--- src/rtl/muldiv_unit.sv ---
// Iterative RV32M multiply/divide unit: shift-add multiply, restoring divide,
// fixed XLEN+1 cycle latency from the start edge to the registered result.
module muldiv_unit #(
  parameter int XLEN = 32
) (
  input  logic            clk,
  input  logic            rst,
  input  logic            start,
  input  logic            kill,
  input  logic [2:0]      funct3,
  input  logic [XLEN-1:0] op_a,
  input  logic [XLEN-1:0] op_b,
  input  logic [4:0]      rd_in,
  output logic            busy,
  output logic            done,
  output logic [XLEN-1:0] result,
  output logic [4:0]      rd_out,
  output logic            reg_wr
);

  localparam int CW = $clog2(XLEN) + 1;

  typedef enum logic [1:0] {IDLE, CALC, SIGN, DONE} state_t;

  state_t          state_q, state_d;
  logic [CW-1:0]   cnt_q;
  logic            accept, last_iter;

  // Operand capture decode (combinational view of the incoming request)
  logic            in_div, in_a_signed, in_b_signed, in_sa, in_sb;
  logic [XLEN-1:0] in_a_abs, in_b_abs;

  // Latched operation context
  logic [2:0]      f3_q;
  logic [4:0]      rd_q;
  logic            sa_q, sb_q, b_zero_q;
  logic [XLEN-1:0] a_abs_q, b_abs_q;
  logic [XLEN-1:0] hi_q, lo_q;

  // Iteration and sign-correction results
  logic [XLEN-1:0]   hi_step, lo_step;
  logic [XLEN:0]     mul_sum, div_shift, div_diff;
  logic [2*XLEN-1:0] prod_s;
  logic [XLEN-1:0]   quo_s, rem_s, sign_res;

  assign accept    = (state_q == IDLE || state_q == DONE) && start && !kill;
  assign last_iter = (cnt_q == CW'(XLEN - 1));

  // MUL/MULH/MULHSU treat op_a as signed, MUL/MULH treat op_b as signed;
  // DIV/REM (funct3[0]=0) are signed on both operands.
  assign in_div      = funct3[2];
  assign in_a_signed = in_div ? !funct3[0] : (funct3[1:0] != 2'b11);
  assign in_b_signed = in_div ? !funct3[0] : !funct3[1];
  assign in_sa       = in_a_signed && op_a[XLEN-1];
  assign in_sb       = in_b_signed && op_b[XLEN-1];
  assign in_a_abs    = in_sa ? -op_a : op_a;
  assign in_b_abs    = in_sb ? -op_b : op_b;

  // Next-state logic
  always_comb begin
    state_d = state_q;
    case (state_q)
      IDLE: if (accept) state_d = CALC;
      CALC: if (kill) state_d = IDLE;
            else if (last_iter) state_d = SIGN;
      SIGN: state_d = kill ? IDLE : DONE;
      DONE: state_d = accept ? CALC : IDLE;
      default: state_d = IDLE;
    endcase
  end

  // One radix-2 step: multiply shifts {hi,lo} right adding |a| on lo[0];
  // divide shifts the dividend bit into the partial remainder and keeps the
  // difference when it does not borrow. A zero divisor yields all-ones quotient.
  always_comb begin
    mul_sum   = {1'b0, hi_q} + ({1'b0, a_abs_q} & {(XLEN+1){lo_q[0]}});
    div_shift = {hi_q, lo_q[XLEN-1]};
    div_diff  = div_shift - {1'b0, b_abs_q};
    if (f3_q[2]) begin
      hi_step = div_diff[XLEN] ? div_shift[XLEN-1:0] : div_diff[XLEN-1:0];
      lo_step = {lo_q[XLEN-2:0], !div_diff[XLEN]};
    end else begin
      hi_step = mul_sum[XLEN:1];
      lo_step = {mul_sum[0], lo_q[XLEN-1:1]};
    end
  end

  // Sign correction and result selection for the SIGN state
  always_comb begin
    prod_s = (sa_q ^ sb_q) ? -{hi_q, lo_q} : {hi_q, lo_q};
    quo_s  = (sa_q ^ sb_q) ? -lo_q : lo_q;
    rem_s  = sa_q ? -hi_q : hi_q;
    case (f3_q)
      3'b000:                 sign_res = prod_s[XLEN-1:0];
      3'b001, 3'b010, 3'b011: sign_res = prod_s[2*XLEN-1:XLEN];
      3'b100, 3'b101:         sign_res = b_zero_q ? '1 : quo_s;
      default:                sign_res = rem_s;
    endcase
  end

  // Control state, iteration counter and architecturally visible outputs
  always_ff @(posedge clk or negedge rst) begin
    if (!rst) begin
      state_q <= IDLE;
      cnt_q   <= '0;
      result  <= '0;
      rd_out  <= '0;
    end else begin
      state_q <= state_d;
      if (accept) cnt_q <= '0;
      else if (state_q == CALC) cnt_q <= cnt_q + 1'b1;
      if (state_q == SIGN && !kill) begin
        result <= sign_res;
        rd_out <= rd_q;
      end
    end
  end

  // Datapath registers: operands latched at accept, iterated in CALC
  // NOTE: no reset here; every field is written at accept before it is read,
  // so resetting it would only add fan-out on rst.
  always_ff @(posedge clk) begin
    if (accept) begin
      f3_q     <= funct3;
      rd_q     <= rd_in;
      sa_q     <= in_sa;
      sb_q     <= in_sb;
      b_zero_q <= (op_b == '0);
      a_abs_q  <= in_a_abs;
      b_abs_q  <= in_b_abs;
      hi_q     <= '0;
      lo_q     <= in_div ? in_a_abs : in_b_abs;
    end else if (state_q == CALC) begin
      hi_q <= hi_step;
      lo_q <= lo_step;
    end
  end

  assign busy   = (state_q == CALC) || (state_q == SIGN);
  assign done   = (state_q == DONE);
  assign reg_wr = done && (rd_out != 5'd0);

endmodule

--- config.mk ---
export PLATFORM = sky130hd
export DESIGN_NAME = muldiv_unit
export DESIGN_NICKNAME = d
export VERILOG_FILES = /design/src/rtl/muldiv_unit.sv
export SDC_FILE = /design/constraint.sdc
export NUM_CORES = 1
export LEC_CHECK = 0
export CAP_MARGIN = 15
export CORE_MARGIN = 4
export CORE_UTILIZATION = 43
export DETAILED_ROUTE_END_ITERATION = 12
export PLACE_DENSITY = 0.75
export SYNTH_ARGS = -nofsm -noshare
export SYNTH_HDL_FRONTEND = slang
export SYNTH_SLANG_ARGS = --single-unit
--- constraint.sdc ---
create_clock -name clk -period 4.6 [get_ports clk]
set_clock_uncertainty 0.15 [all_clocks]
set_input_delay 0.69 -clock clk [delete_from_list [all_inputs] [get_ports clk]]
set_output_delay 0.69 -clock clk [all_outputs]
set_load 0.005 [all_outputs]
==> results of run 1 <==
## kinds of logic (layout without fill, tap and decap cells)
kind of cell / Yosys count / count (layout) / share of synthesized area, %
xor+xnor: 202 / 202 / 11.64
mux: 55 / 55 / 3.687
compound gates: 572 / 572 / 23.50
simple gates: 535 / 535 / 17.41
buf+inv: 179 / 259 / 4.658
fa+ha+maj: 76 / 76 / 6.353
flops: 184 / 184 / 32.75
## registers in the layout, indices dropped and copies added, names as in the netlist
| register | cells |
|---|---|
| rd_q | 5 |
| hi_q | 32 |
| rd_out | 5 |
| a_abs_q | 32 |
| cnt_q | 6 |
| b_abs_q | 32 |
| sa_q | 1 |
| state_q | 2 |
| result | 32 |
| f3_q | 3 |
| lo_q | 32 |
| b_zero_q | 1 |
| sb_q | 1 |
## final timing paths
path,start,cells past startpoint,to,slack (ns)
setup / recovery,hi_q[0]$_SDFFE_PP0P_,13,hi_q[11]$_SDFFE_PP0P_,0.53
hold / removal,rst,1,rd_out[0]$_DFFE_PN0P_,0.26
setup reg to reg,hi_q[0]$_SDFFE_PP0P_,13,hi_q[11]$_SDFFE_PP0P_,0.53
hold reg to reg,rd_q[1]$_DFFE_PP_,2,rd_out[1]$_DFFE_PN0P_,0.30
max in group asynchronous,rst,1,result[27]$_DFFE_PN0P_,3.43
min in group clk,rd_q[1]$_DFFE_PP_,2,rd_out[1]$_DFFE_PN0P_,0.30
## metal layers
metal | up-vias | routed length [um] | GRT usage, %
met3 | 74 | 5012 | 3.709
met2 | 790 | 20960 | 36.58
li1 | 6673 | - | -
met5 | - | 0 | 0
met1 | 6766 | 22660 | 38.01
met4 | 0 | 1013 | 5.948
## worst register-to-register path, cell delays in order, from the launching register on
cell and delay [ns]:
dfxtp_1 0.52, inv_1 0.15, fa_1 0.45, nand2b_1 0.18, a21o_1 0.20, a211o_1 0.31, a31oi_2 0.24, o31ai_2 0.15
o41ai_2 0.43, xor2_4 0.19, buf_12 0.27, mux2_2 0.40, a211oi_1 0.22, nor3_1 0.07
## where the power goes
group / total [mW] / internal (mW) / switching (mW)
clock network: 1.50 / 0.742 / 0.756
logic: 7.41 / 3.13 / 4.28
registers: 3.50 / 2.49 / 1.00
total: 12.4 / 6.36 / 6.04
## stage by stage
stage / instance area [sq um] / hold slack (ns) / power, mW
after global routing: 17420 / 0.3229 / 13.18
after floorplan: 15210 / 0.2444 / 8.300
after global placement: 16820 / 0.2714 / 10.57
after CTS: 17420 / 0.2982 / 12.23
after detailed placement: 16830 / 0.2910 / 10.70
final: 17420 / 0.2570 / 12.40
## cell type report
| cell class | instances | area [sq um] | area share [%] |
|---|---|---|---|
| Multi-Input combinational cell | 1440 | 9538 | 54.76 |
| Sequential cell | 184 | 4980 | 28.59 |
| Timing Repair Buffer | 153 | 1460 | 8.382 |
| Tap cell | 455 | 569.3 | 3.268 |
| Clock buffer | 18 | 439.2 | 2.521 |
| Inverter | 74 | 280.3 | 1.609 |
| Clock inverter | 14 | 152.6 | 0.8763 |
## cells in the final DEF, fill, tap and decap left out, types with 23 or more instances in the layout
cell	synthesis	final
a211oi_1	33	33
a21o_1	32	32
a21oi_1	174	174
and2_1	40	40
buf_4	3	35
clkdlybuf4s50_1	0	114
dfrtp_1	45	45
dfxtp_1	32	32
edfxtp_1	107	107
ha_1	74	74
inv_1	74	73
mux2i_1	47	47
nand2_1	167	167
nand2b_1	24	23
nor2_1	119	119
nor2b_1	30	30
nor3_1	36	36
o21ai_0	162	162
xnor2_1	97	97
xor2_1	105	104
==> results.txt, run 1 <==
The number of hold buffers added after CTS came out at 0. After detailed routing, the average wire length per cell comes to about 21 um. The first-pass iteration count of the detailed router came out at 6. The initial detailed-routing violation count came out at 2504. Setup repair after global routing left no endpoint under its margin. The max-slew violation count was 0.

The final wirelength is between 40000 and 50000 um. The worst setup path is of the reg -> reg kind. The number of fill cells is 3294.

The largest single stage delay on the critical path is 0.52 ns. The via count of the first global-routing pass is about 13000. Measured along the y axis, the die boundary spans between 150 and 200 um. The mean instance size in the synthesized netlist is 8.433 sq um.

The fraction of final layout cells with drive strength greater than 1 is between 5 and 6%. The power density over the cells came out at approximately 710 nW/um^2. The starting utilization of the core area is between 40% and 50%.

The area of the mapped netlist came out at about 15000 sq um. The global router's overall resource usage came out at about a quarter. The number of nets produced by synthesis came out at just under 2000. The H-tree was split into 4 levels. Buffers placed on the I/O ports in this run total around 120. Counting flops with an async set or reset pin after synthesis yields a share of between 20% and 30%. The path class of the tightest hold or removal check is in -> async. After synthesis, the most frequently instantiated cells are a21oi_1 (174), nand2_1 (167), o21ai_0 (162). Buffers added to address setup during post-CTS repair amount to 0.

The max-cap check violation count came out at 0. The total count of hold-check failures in the final report came out at 0. The floorplan die width came out at slightly below 200 um.

In the synthesized netlist the dominant register cell turns out to be edfxtp_1. Traced cell by cell, the critical path runs through inv_1 > fa_1 > nand2b_1 > a21o_1 > a211o_1 > a31oi_2 > o31ai_2 > o41ai_2 > xor2_4 > buf_12 > mux2_2 > a211oi_1 > nor3_1. The combined buffer and inverter count along the critical path came out at 2. The flow ran to the end, and the final reports show no timing, DRC or antenna violations. The estimated wirelength of the detail-placed design is 38380 um.

For the final routed database, the setup TNS stands at 0 ns. The sort of element at the start of the critical path is a flop. The share of the core filled with cells is about half. After synthesis the netlist holds a flip-flop and latch count of ~180. The area of the die came out at about 38000 sq um. VDD sags by at most 0.4094 mV. The pin count of the biggest net entering global routing is 95. The clock-pin slew reported for the worst setup and hold paths after clock tree synthesis is 0.08 ns.

The synthesized netlist cell count came out at 1803. At the worst endpoint, the arrival time is roughly 4.3 ns. The number of warnings issued by yosys is 0. The post-layout net count is roughly 2000. Measured against its own limit, the worst slew margin works out to between 20% and 30%. The static power due to leakage is just under 7 nW.

Along the worst path, the maximum fanout reaches 48. The routability-driven placement congestion ratio came out at 0.9655. During I/O placement, the number of pins put on the boundary was ~120. The count of nets left with antenna violations after detail routing is 0. CTS saw ~180 sinks.

The repair_antennas step left the layout with diodes totalling 0. The number of synthesized flops with an enable pin is between 100 and 150. For the worst setup path, the data required time is around 4.8 ns. The number of remaining DRC errors came out at 0.

The post-cts gate resize count is 0. The highest attainable clock frequency came out at between 200 and 250 MHz. TritonCTS built the clock tree.

The number of setup violations in the final report came out at 0. The cell sitting at the root of the clock tree is a clkbuf_16. The final worst slack came out at around 0.53 ns. Including well taps, the total number of placed cells is around 2300. After layout, the worst path uses a little under 90% of the clock period. The first-pass GRT wire length came out at 75800 um.

The finished layout holds roughly 2300 standard cells, fillers aside. The post-layout minimum cycle time is a little over 4 ns. The area fraction of the dominant cell type after synthesis came out at approximately a fifth.

The clock latency on the worst-skew pair is between 0.4 and 0.5 ns. The standard cell core area came out at approximately 35000 sq um. The mean number of vias per cell came out at around 6.1. The dominant cell type by area after synthesis is edfxtp_1. The post-placement worst setup slack is 0.5666 ns.

After floorplanning, the core was divided into approximately 70 placement rows. The area growth from synthesis to layout came out at 14.57%. Sequential cells were found to cover roughly 33% of the synthesized design area.

The maximum number of buffers from clock root to sink is 2. In the post-synthesis netlist, the biggest area contributors are edfxtp_1 (21%), dfrtp_1 (7.4%), ha_1 (6.1%). The most common cell in the synthesized netlist is a21oi_1. Across all layers, the routed design uses approximately 14000 vias. The distinct cell type count after synthesis came out at 78. On the critical path, the stage with the largest delay is an instance of dfxtp_1. The cell class contributing the biggest share of worst-path delay is compound AO/OA/AOI/OAI gates. In this run, CTS created clock tree buffers numbering 17. The number of antenna violations at the first check in global routing was 0. The residual overflow from global routing is 0. The actual slew at the worst max-slew pin came out at roughly 1.2 ns. STA classifies the critical path endpoint as a flop.
No activity file was read; power rests on OpenSTA's default activity.
==> inputs of run 2 (changes only) <==
--- a/config.mk
+++ b/config.mk
@@ -10,6 +10,7 @@
 export CORE_UTILIZATION = 43
 export DETAILED_ROUTE_END_ITERATION = 12
 export PLACE_DENSITY = 0.75
+export SLEW_MARGIN = 30
 export SYNTH_ARGS = -nofsm -noshare
 export SYNTH_HDL_FRONTEND = slang
 export SYNTH_SLANG_ARGS = --single-unit
==> run 2 against run 1 <==
Effect of this change: sequential share of layout area fell by 0.053 points; global-route usage barely moved; critical path depth did not move; cell count barely moved; clock-buffer cell count fell by 1; critical path type unchanged; combinational power barely moved; via count fell by 0.34%.
==> results.txt, run 2 (synthesis results as in run 1) <==
The maximum cell stage delay along the critical path came out at 0.52 ns (about the same). The routability-driven placement congestion ratio came out at 0.9655 (unchanged). The register-to-register setup slack is 0.50 ns (-0.03 ns).

The number of hold buffers added after CTS was 0 (unchanged). The area growth from synthesis to layout is 14.78%. The cell area after layout came out at 17450 sq um (+0.19%). The placed standard-cell area is 16820 sq um (about the same).

The maximum fanout along the worst path was 48 (unchanged). The sum of negative setup slack came out at 0 ns (unchanged). The number of rows in the core area came out at 68 (unchanged).

The final wirelength is 49780 um (+0.27%). The maximum VDD drop is 0.4741 mV (+16%). The final hold slack is 0.08489 ns (-0.1721 ns). The clock share of power is 12.7% (+0.6 points).

The CTS tree is yes. The residual overflow from global routing came to 0 (unchanged). The number of fill cells was 3303 (+0.27%). The critical path arrival is 4.28 ns (+0.03 ns). Leaving out fill and tap cells, the most frequent cell in the layout is a21oi_1. The switching power total is 6.062 mW (+0.45%). The actual slew at the worst max-slew pin came out at 0.9545 ns (-0.2241 ns). The global router's overall resource usage came to 24.76% (about the same).

The combinational share of power came out at 59.3% (-0.4 points). The relative max-transition margin is 36.36% (+15 points). The power density over the cells is 717.3 nW/um^2 (+0.77%). The max-cap check violation count is 0 (unchanged). The first-pass GRT wire length came to 75600 um (-0.26%).

The endpoint identified for the worst register-to-register timing path is hi_q[11]$_SDFFE_PP0P_. The standard cell core area was 34710 sq um (unchanged). The via count is 14255 (-0.34%). The count of nets left with antenna violations after detail routing came out at 0 (unchanged).

The buffers inserted during post-CTS setup optimization is 0 (unchanged). The internal power consumption is 6.456 mW (+1.4%). The switching power share of the total was 48.43% (-0.25 points). The number of antenna violations at the first check in global routing is 0 (unchanged). In this run the critical register-to-register path is launched from hi_q[0]$_SDFFE_PP0P_.

The estimated wirelength of the detail-placed design is 38340 um (-0.10%). The mean number of vias per cell was 6.100 (-0.29%). The worst min-delay path category is in -> async.

In this run the top signal layer used is met4. The highest attainable clock frequency came out at 244.1 MHz (-0.70%). The number of primary I/O pins came out at 116 (unchanged).

The floorplan die width came out at 196.0 um (unchanged). The final cycle utilization of the critical path is 89.07% (+0.62 points). The wire length on met2 came out at 21260 um (+1.4%). The first-pass iteration count of the detailed router came out at 6 (unchanged). The kind of end point of the critical path is a flop. The slowest stage of the critical path belongs to the cell dfxtp_1. The post-layout net count is 2021 (-0.049%). The number of port buffers came out at 115 (unchanged). The maximum number of buffers from clock root to sink came out at 2 (unchanged). The top cell types in the final layout, fill and taps aside, are a21oi_1 (174), nand2_1 (167), o21ai_0 (162), nor2_1 (117), clkdlybuf4s50_1 (114). The via count of the first global-routing pass is 13227 (-0.13%).

The run finished with clean final reports. CTS placed an instance of clkbuf_16 at the clock tree root. The total count of hold-check failures in the final report came out at 0 (unchanged).

The post-cts gate resize count came out at 0 (unchanged). The starting utilization of the core area was 43.80% (unchanged). Setup repair after global routing left no endpoint under its margin. The y dimension of the die is 196.0 um (unchanged). The initial detailed-routing violation count came to 1975 (-21%).

The worst setup path is of the reg -> reg kind. The clock sink total was 184 (unchanged). The clock-pin slew reported for the worst setup and hold paths after clock tree synthesis came out at 0.08 ns (about the same).

The signal on the critical path passes through inv_1 > fa_1 > nand2b_1 > a21o_1 > a211o_1 > a31oi_2 > o31ai_2 > o41ai_2 > xor2_4 > buf_12 > mux2_2 > a211oi_1 > nor3_1. The max-slew violation count came to 0 (unchanged). The final antenna diode count came to 0 (unchanged). The post-layout minimum cycle time is 4.097 ns (+0.02871 ns). The clock latency on the worst-skew pair came out at 0.45 ns (about the same). The number of CTS-inserted buffers is 17 (unchanged). The detailed-route wire length on metal 1 was 22660 um (about the same). The required time of the critical path is 4.78 ns (about the same). The share of total power in sequential cells is 28.0% (-0.2 points). The depth of the CTS H-tree is 4 (unchanged). The routed length on met3 came out at 4920 um (-1.8%). The static power due to leakage was 6.963 nW (+0.21%).

The fraction of final layout cells with drive strength greater than 1 came to 5.951% (+0.056 points). The average wire length per cell after detail routing came out at 21.30 um (+0.31%). The length in cells of the worst reg-to-reg path came out at 13 (unchanged). The number of remaining DRC errors came out at 0 (unchanged). The area of the die came out at 38430 sq um (unchanged). STA classifies the critical path startpoint as a flop. The number of setup violations in the final report is 0 (unchanged).

The pin count of the biggest net entering global routing was 95 (unchanged).
## run 2: metal layers
layer,GRT usage (%),vias up
met4,5.896,0
met5,0,-
met1,36.96,6815
li1,-,6668
met2,36.97,702
met3,4.929,70
## run 2: area by class of cell
class | instances | area [sq um] | area share (%)
Clock buffer | 17 | 425.4 | 2.438
Clock inverter | 15 | 202.7 | 1.161
Inverter | 74 | 280.3 | 1.606
Multi-Input combinational cell | 1440 | 9543 | 54.68
Sequential cell | 184 | 4980 | 28.53
Tap cell | 455 | 569.3 | 3.262
Timing Repair Buffer | 152 | 1451 | 8.317
## run 2: how the worst max path moves through the flow
| stage | cells after the start | slack [ns] | start | end |
|---|---|---|---|---|
| 2_1_floorplan | 8 | 0.02 | state_q[0]$_DFFE_PN0P_ | lo_q[27]$_DFFE_PP_ |
| 3_3_place_gp | 14 | 0.61 | lo_q[31]$_DFFE_PP_ | hi_q[11]$_SDFFE_PP0P_ |
| 3_5_place_dp | 13 | 0.57 | hi_q[0]$_SDFFE_PP0P_ | hi_q[11]$_SDFFE_PP0P_ |
| 4_1_cts | 13 | 0.52 | hi_q[0]$_SDFFE_PP0P_ | hi_q[11]$_SDFFE_PP0P_ |
| 5_1_grt | 13 | 0.27 | hi_q[0]$_SDFFE_PP0P_ | hi_q[11]$_SDFFE_PP0P_ |
| 6_report | 13 | 0.50 | hi_q[0]$_SDFFE_PP0P_ | hi_q[11]$_SDFFE_PP0P_ |
## run 2: power groups by stage
stage	clock network [mW]	registers (mW)	logic (mW)
after detailed placement	0	3.47	7.23
after global routing	1.67	3.54	8.06
after floorplan	0	2.99	5.31
final	1.59	3.50	7.43
after global placement	0	3.44	7.12
after CTS	1.60	3.43	7.29
## run 2: worst max-delay path, delay by kind of cell, from the launching register on
kind,cells,cell delay [ns]
AO/OA/AOI/OAI,6,1.58
flip-flops,1,0.52
multiplexers,1,0.37
adder cells (fa/ha/maj),1,0.44
buffers and inverters,2,0.42
XOR/XNOR,1,0.19
AND/OR/NAND/NOR,2,0.26
## run 2: through the flow
| step | utilization [%] | cells | power (mW) | setup WS [ns] |
|---|---|---|---|---|
| floorplan | - | 1803 | 8.300 | 0.01714 |
| global route | 50.27 | 2337 | 13.27 | 0.2741 |
| global placement | 48.44 | 2305 | 10.57 | 0.6088 |
| finish | 50.27 | 2337 | 12.52 | 0.5026 |
| detailed placement | 48.46 | 2305 | 10.70 | 0.5704 |
| CTS | 50.27 | 2337 | 12.32 | 0.5239 |
==> inputs of run 3 (changes only) <==
--- a/config.mk
+++ b/config.mk
@@ -6,6 +6,7 @@
 export NUM_CORES = 1
 export LEC_CHECK = 0
 export CAP_MARGIN = 15
+export CORE_ASPECT_RATIO = 1.75
 export CORE_MARGIN = 4
 export CORE_UTILIZATION = 43
 export DETAILED_ROUTE_END_ITERATION = 12
==> run 3 against run 2 <==
Effect of this change: largest power group unchanged; critical path type unchanged; flip-flop and latch count did not move; core utilization is 0.051 points higher; sequential share of layout area about the same; routed wire length rose by 0.74%; clock power fell by 11%; design area hardly changed; critical path depth unchanged; critical endpoint unchanged; via count is 0.38% higher; worst hold slack lost 0.0072 ns.
==> results.txt, run 3 (synthesis results as in run 1) <==
The count of nets left with antenna violations after detail routing is 0 (unchanged). The floorplan die width is 150.1 um (-23%). The mean number of vias per cell is 6.084 (-0.26%).

The clock latency on the worst-skew pair is 0.46 ns (about the same). The number of fill cells is 3322 (+0.58%). The number of remaining DRC errors is 0 (unchanged). The number of hold buffers added after CTS is 0 (unchanged). The highest attainable clock frequency came out at 247.0 MHz (+1.2%). The path class of the tightest hold or removal check is in -> async. The average wire length per cell after detail routing came to 21.32 um (about the same). The estimated wirelength of the detail-placed design is 39650 um (+3.4%).

The final wirelength came out at 50150 um (+0.74%). The global routing met1 resource utilization is 28.13% (-8.8 points). The CTS tree is yes. The clock-pin slew reported for the worst setup and hold paths after clock tree synthesis is 0.08 ns (about the same). STA classifies the critical path endpoint as a flop.

The first-pass iteration count of the detailed router is 8 (+2). The maximum fanout along the worst path is 34 (-29%). The power density over the cells is 701.7 nW/um^2 (-2.2%). The met3 usage in global routing was 3.428% (-1.5 points).

The post-layout minimum cycle time came out at 4.049 ns (-0.04850 ns). The post-cts gate resize count is 0 (unchanged). The final cycle utilization of the critical path came out at 88.02% (-1.1 points). The static power due to leakage was 6.971 nW (+0.12%). In this run the clock root is driven by a clkbuf_16. The number of rows in the core area came out at 90 (+32%). The max-slew violation count came out at 0 (unchanged). The residual overflow from global routing came out at 0 (unchanged). The register-to-register setup slack is 0.55 ns (+0.05 ns). The flow ran to the end, and the final reports show no timing, DRC or antenna violations. The actual slew at the worst max-slew pin is 0.9882 ns (+0.03367 ns). The worst setup path is of the reg -> reg kind.

The via count is 14309 (+0.38%). The area of the die is 38550 sq um (+0.31%). The global router's overall resource usage came out at 25.62% (+0.86 points). The share of the core filled with cells is 50.32% (+0.051 points). The standard cell core area came out at 34680 sq um (about the same). The first-pass GRT wire length came out at 77360 um (+2.3%). The number of CTS-inserted buffers came out at 17 (unchanged). The length in cells of the worst reg-to-reg path is 13 (unchanged).

The clock sink total came out at 184 (unchanged). Leaving out fill and tap cells, the most frequent cells in the layout are a21oi_1 (174), nand2_1 (167), o21ai_0 (162), nor2_1 (118), clkdlybuf4s50_1 (114). The initial detailed-routing violation count is 966 (-51%).

The final standard cell count with taps included and fillers excluded is 2352 (+0.64%). The total count of hold-check failures in the final report came out at 0 (unchanged). The area growth from synthesis to layout is 14.80% (about the same). The number of primary I/O pins came to 116 (unchanged).

The relative max-transition margin is 34.12% (-2.2 points). The cell count after placement came out at 2320 (+0.65%). The final antenna diode count was 0 (unchanged). The routability-driven placement congestion ratio came out at 1.056 (+9.4%). The number of setup violations in the final report was 0 (unchanged).

The y dimension of the die is 256.8 um (+31%). The number of antenna violations at the first check in global routing is 0 (unchanged). Setup repair after global routing left no endpoint under its margin. The met2 track demand over resource in global routing came out at 45.08% (+8.1 points).

The starting utilization of the core area came to 43.84% (about the same). The maximum VDD drop was 0.2725 mV (-43%). The most common library cell in the layout ignoring fill and taps is a21oi_1. The depth of the CTS H-tree came out at 4 (unchanged). The max-cap check violation count came out at 0 (unchanged). The area of the multi-input gates is 9540 sq um (about the same). The required time of the critical path came out at 4.79 ns (about the same). The most critical setup path has its startpoint at hi_q[0]$_SDFFE_PP0P_.

The number of port buffers is 115 (unchanged). The worst register-to-register path begins at hi_q[0]$_SDFFE_PP0P_. The critical register-to-register path endpoint is hi_q[11]$_SDFFE_PP0P_. The maximum number of buffers from clock root to sink came out at 2 (unchanged). The global routing stage identified its most utilized layer as met2. The pin count of the biggest net entering global routing came out at 101 (+6.3%). The buffers inserted during post-CTS setup optimization is 0 (unchanged). The sum of negative setup slack is 0 ns (unchanged).

The sort of element at the start of the critical path is a flop. The via count of the first global-routing pass was 14218 (+7.5%). The fraction of final layout cells with drive strength greater than 1 came out at 6.395% (+0.44 points).

The sequential standard cell area came out at 4980 sq um (unchanged). The critical path arrival is 4.24 ns (-0.04 ns). The post-layout net count came out at 2031 (+0.49%).
run 3: worst max-delay path: stages (launching register included):
cell      delay, ns
dfxtp_1        0.50
inv_1          0.16
fa_1           0.45
nand2b_1       0.18
a21o_1         0.19
a211o_1        0.32
a31oi_2        0.27
o31ai_2        0.15
o41ai_2        0.45
xor2_4         0.22
buf_12         0.24
mux2_2         0.36
a211oi_1       0.22
nor3_1         0.06
run 3: final cells by class:
cell class	instances	share of cell area [%]
Sequential cell	184	28.53
Timing Repair Buffer	162	8.746
Inverter	74	1.606
Clock buffer	18	2.516
Tap cell	460	3.297
Clock inverter	14	0.6452
Multi-Input combinational cell	1440	54.66
run 3: per-stage QoR:
step | power [mW] | hold slack [ns] | setup slack (ns) | area [sq um]
floorplan | 8.300 | 0.2444 | 0.01714 | 15210
global placement | 10.54 | 0.2711 | 0.6440 | 16900
detailed placement | 10.69 | 0.2861 | 0.5338 | 16900
CTS | 12.12 | 0.07952 | 0.5531 | 17450
global route | 13.08 | 0.1153 | 0.2798 | 17450
finish | 12.25 | 0.07771 | 0.5511 | 17450
run 3: per-layer routing:
| metal | vias up | part of all wire [%] |
|---|---|---|
| met5 | - | 0 |
| met4 | 0 | 7.3 |
| met3 | 206 | 6.7 |
| met2 | 685 | 51 |
| met1 | 6724 | 35 |
| li1 | 6694 | - |
run 3: worst max path at each step:
stage,end,slack [ns],cells past startpoint
final,hi_q[11]$_SDFFE_PP0P_,0.55,13
after global routing,hi_q[11]$_SDFFE_PP0P_,0.28,13
after CTS,hi_q[11]$_SDFFE_PP0P_,0.55,13
after detailed placement,lo_q[28]$_DFFE_PP_,0.53,12
after global placement,lo_q[31]$_DFFE_PP_,0.64,11
after floorplan,lo_q[27]$_DFFE_PP_,0.02,8
run 3: where the power goes:
part	switching (mW)	total (mW)	internal (mW)
logic	4.31	7.46	3.15
clock network	0.697	1.41	0.717
registers	0.880	3.37	2.49
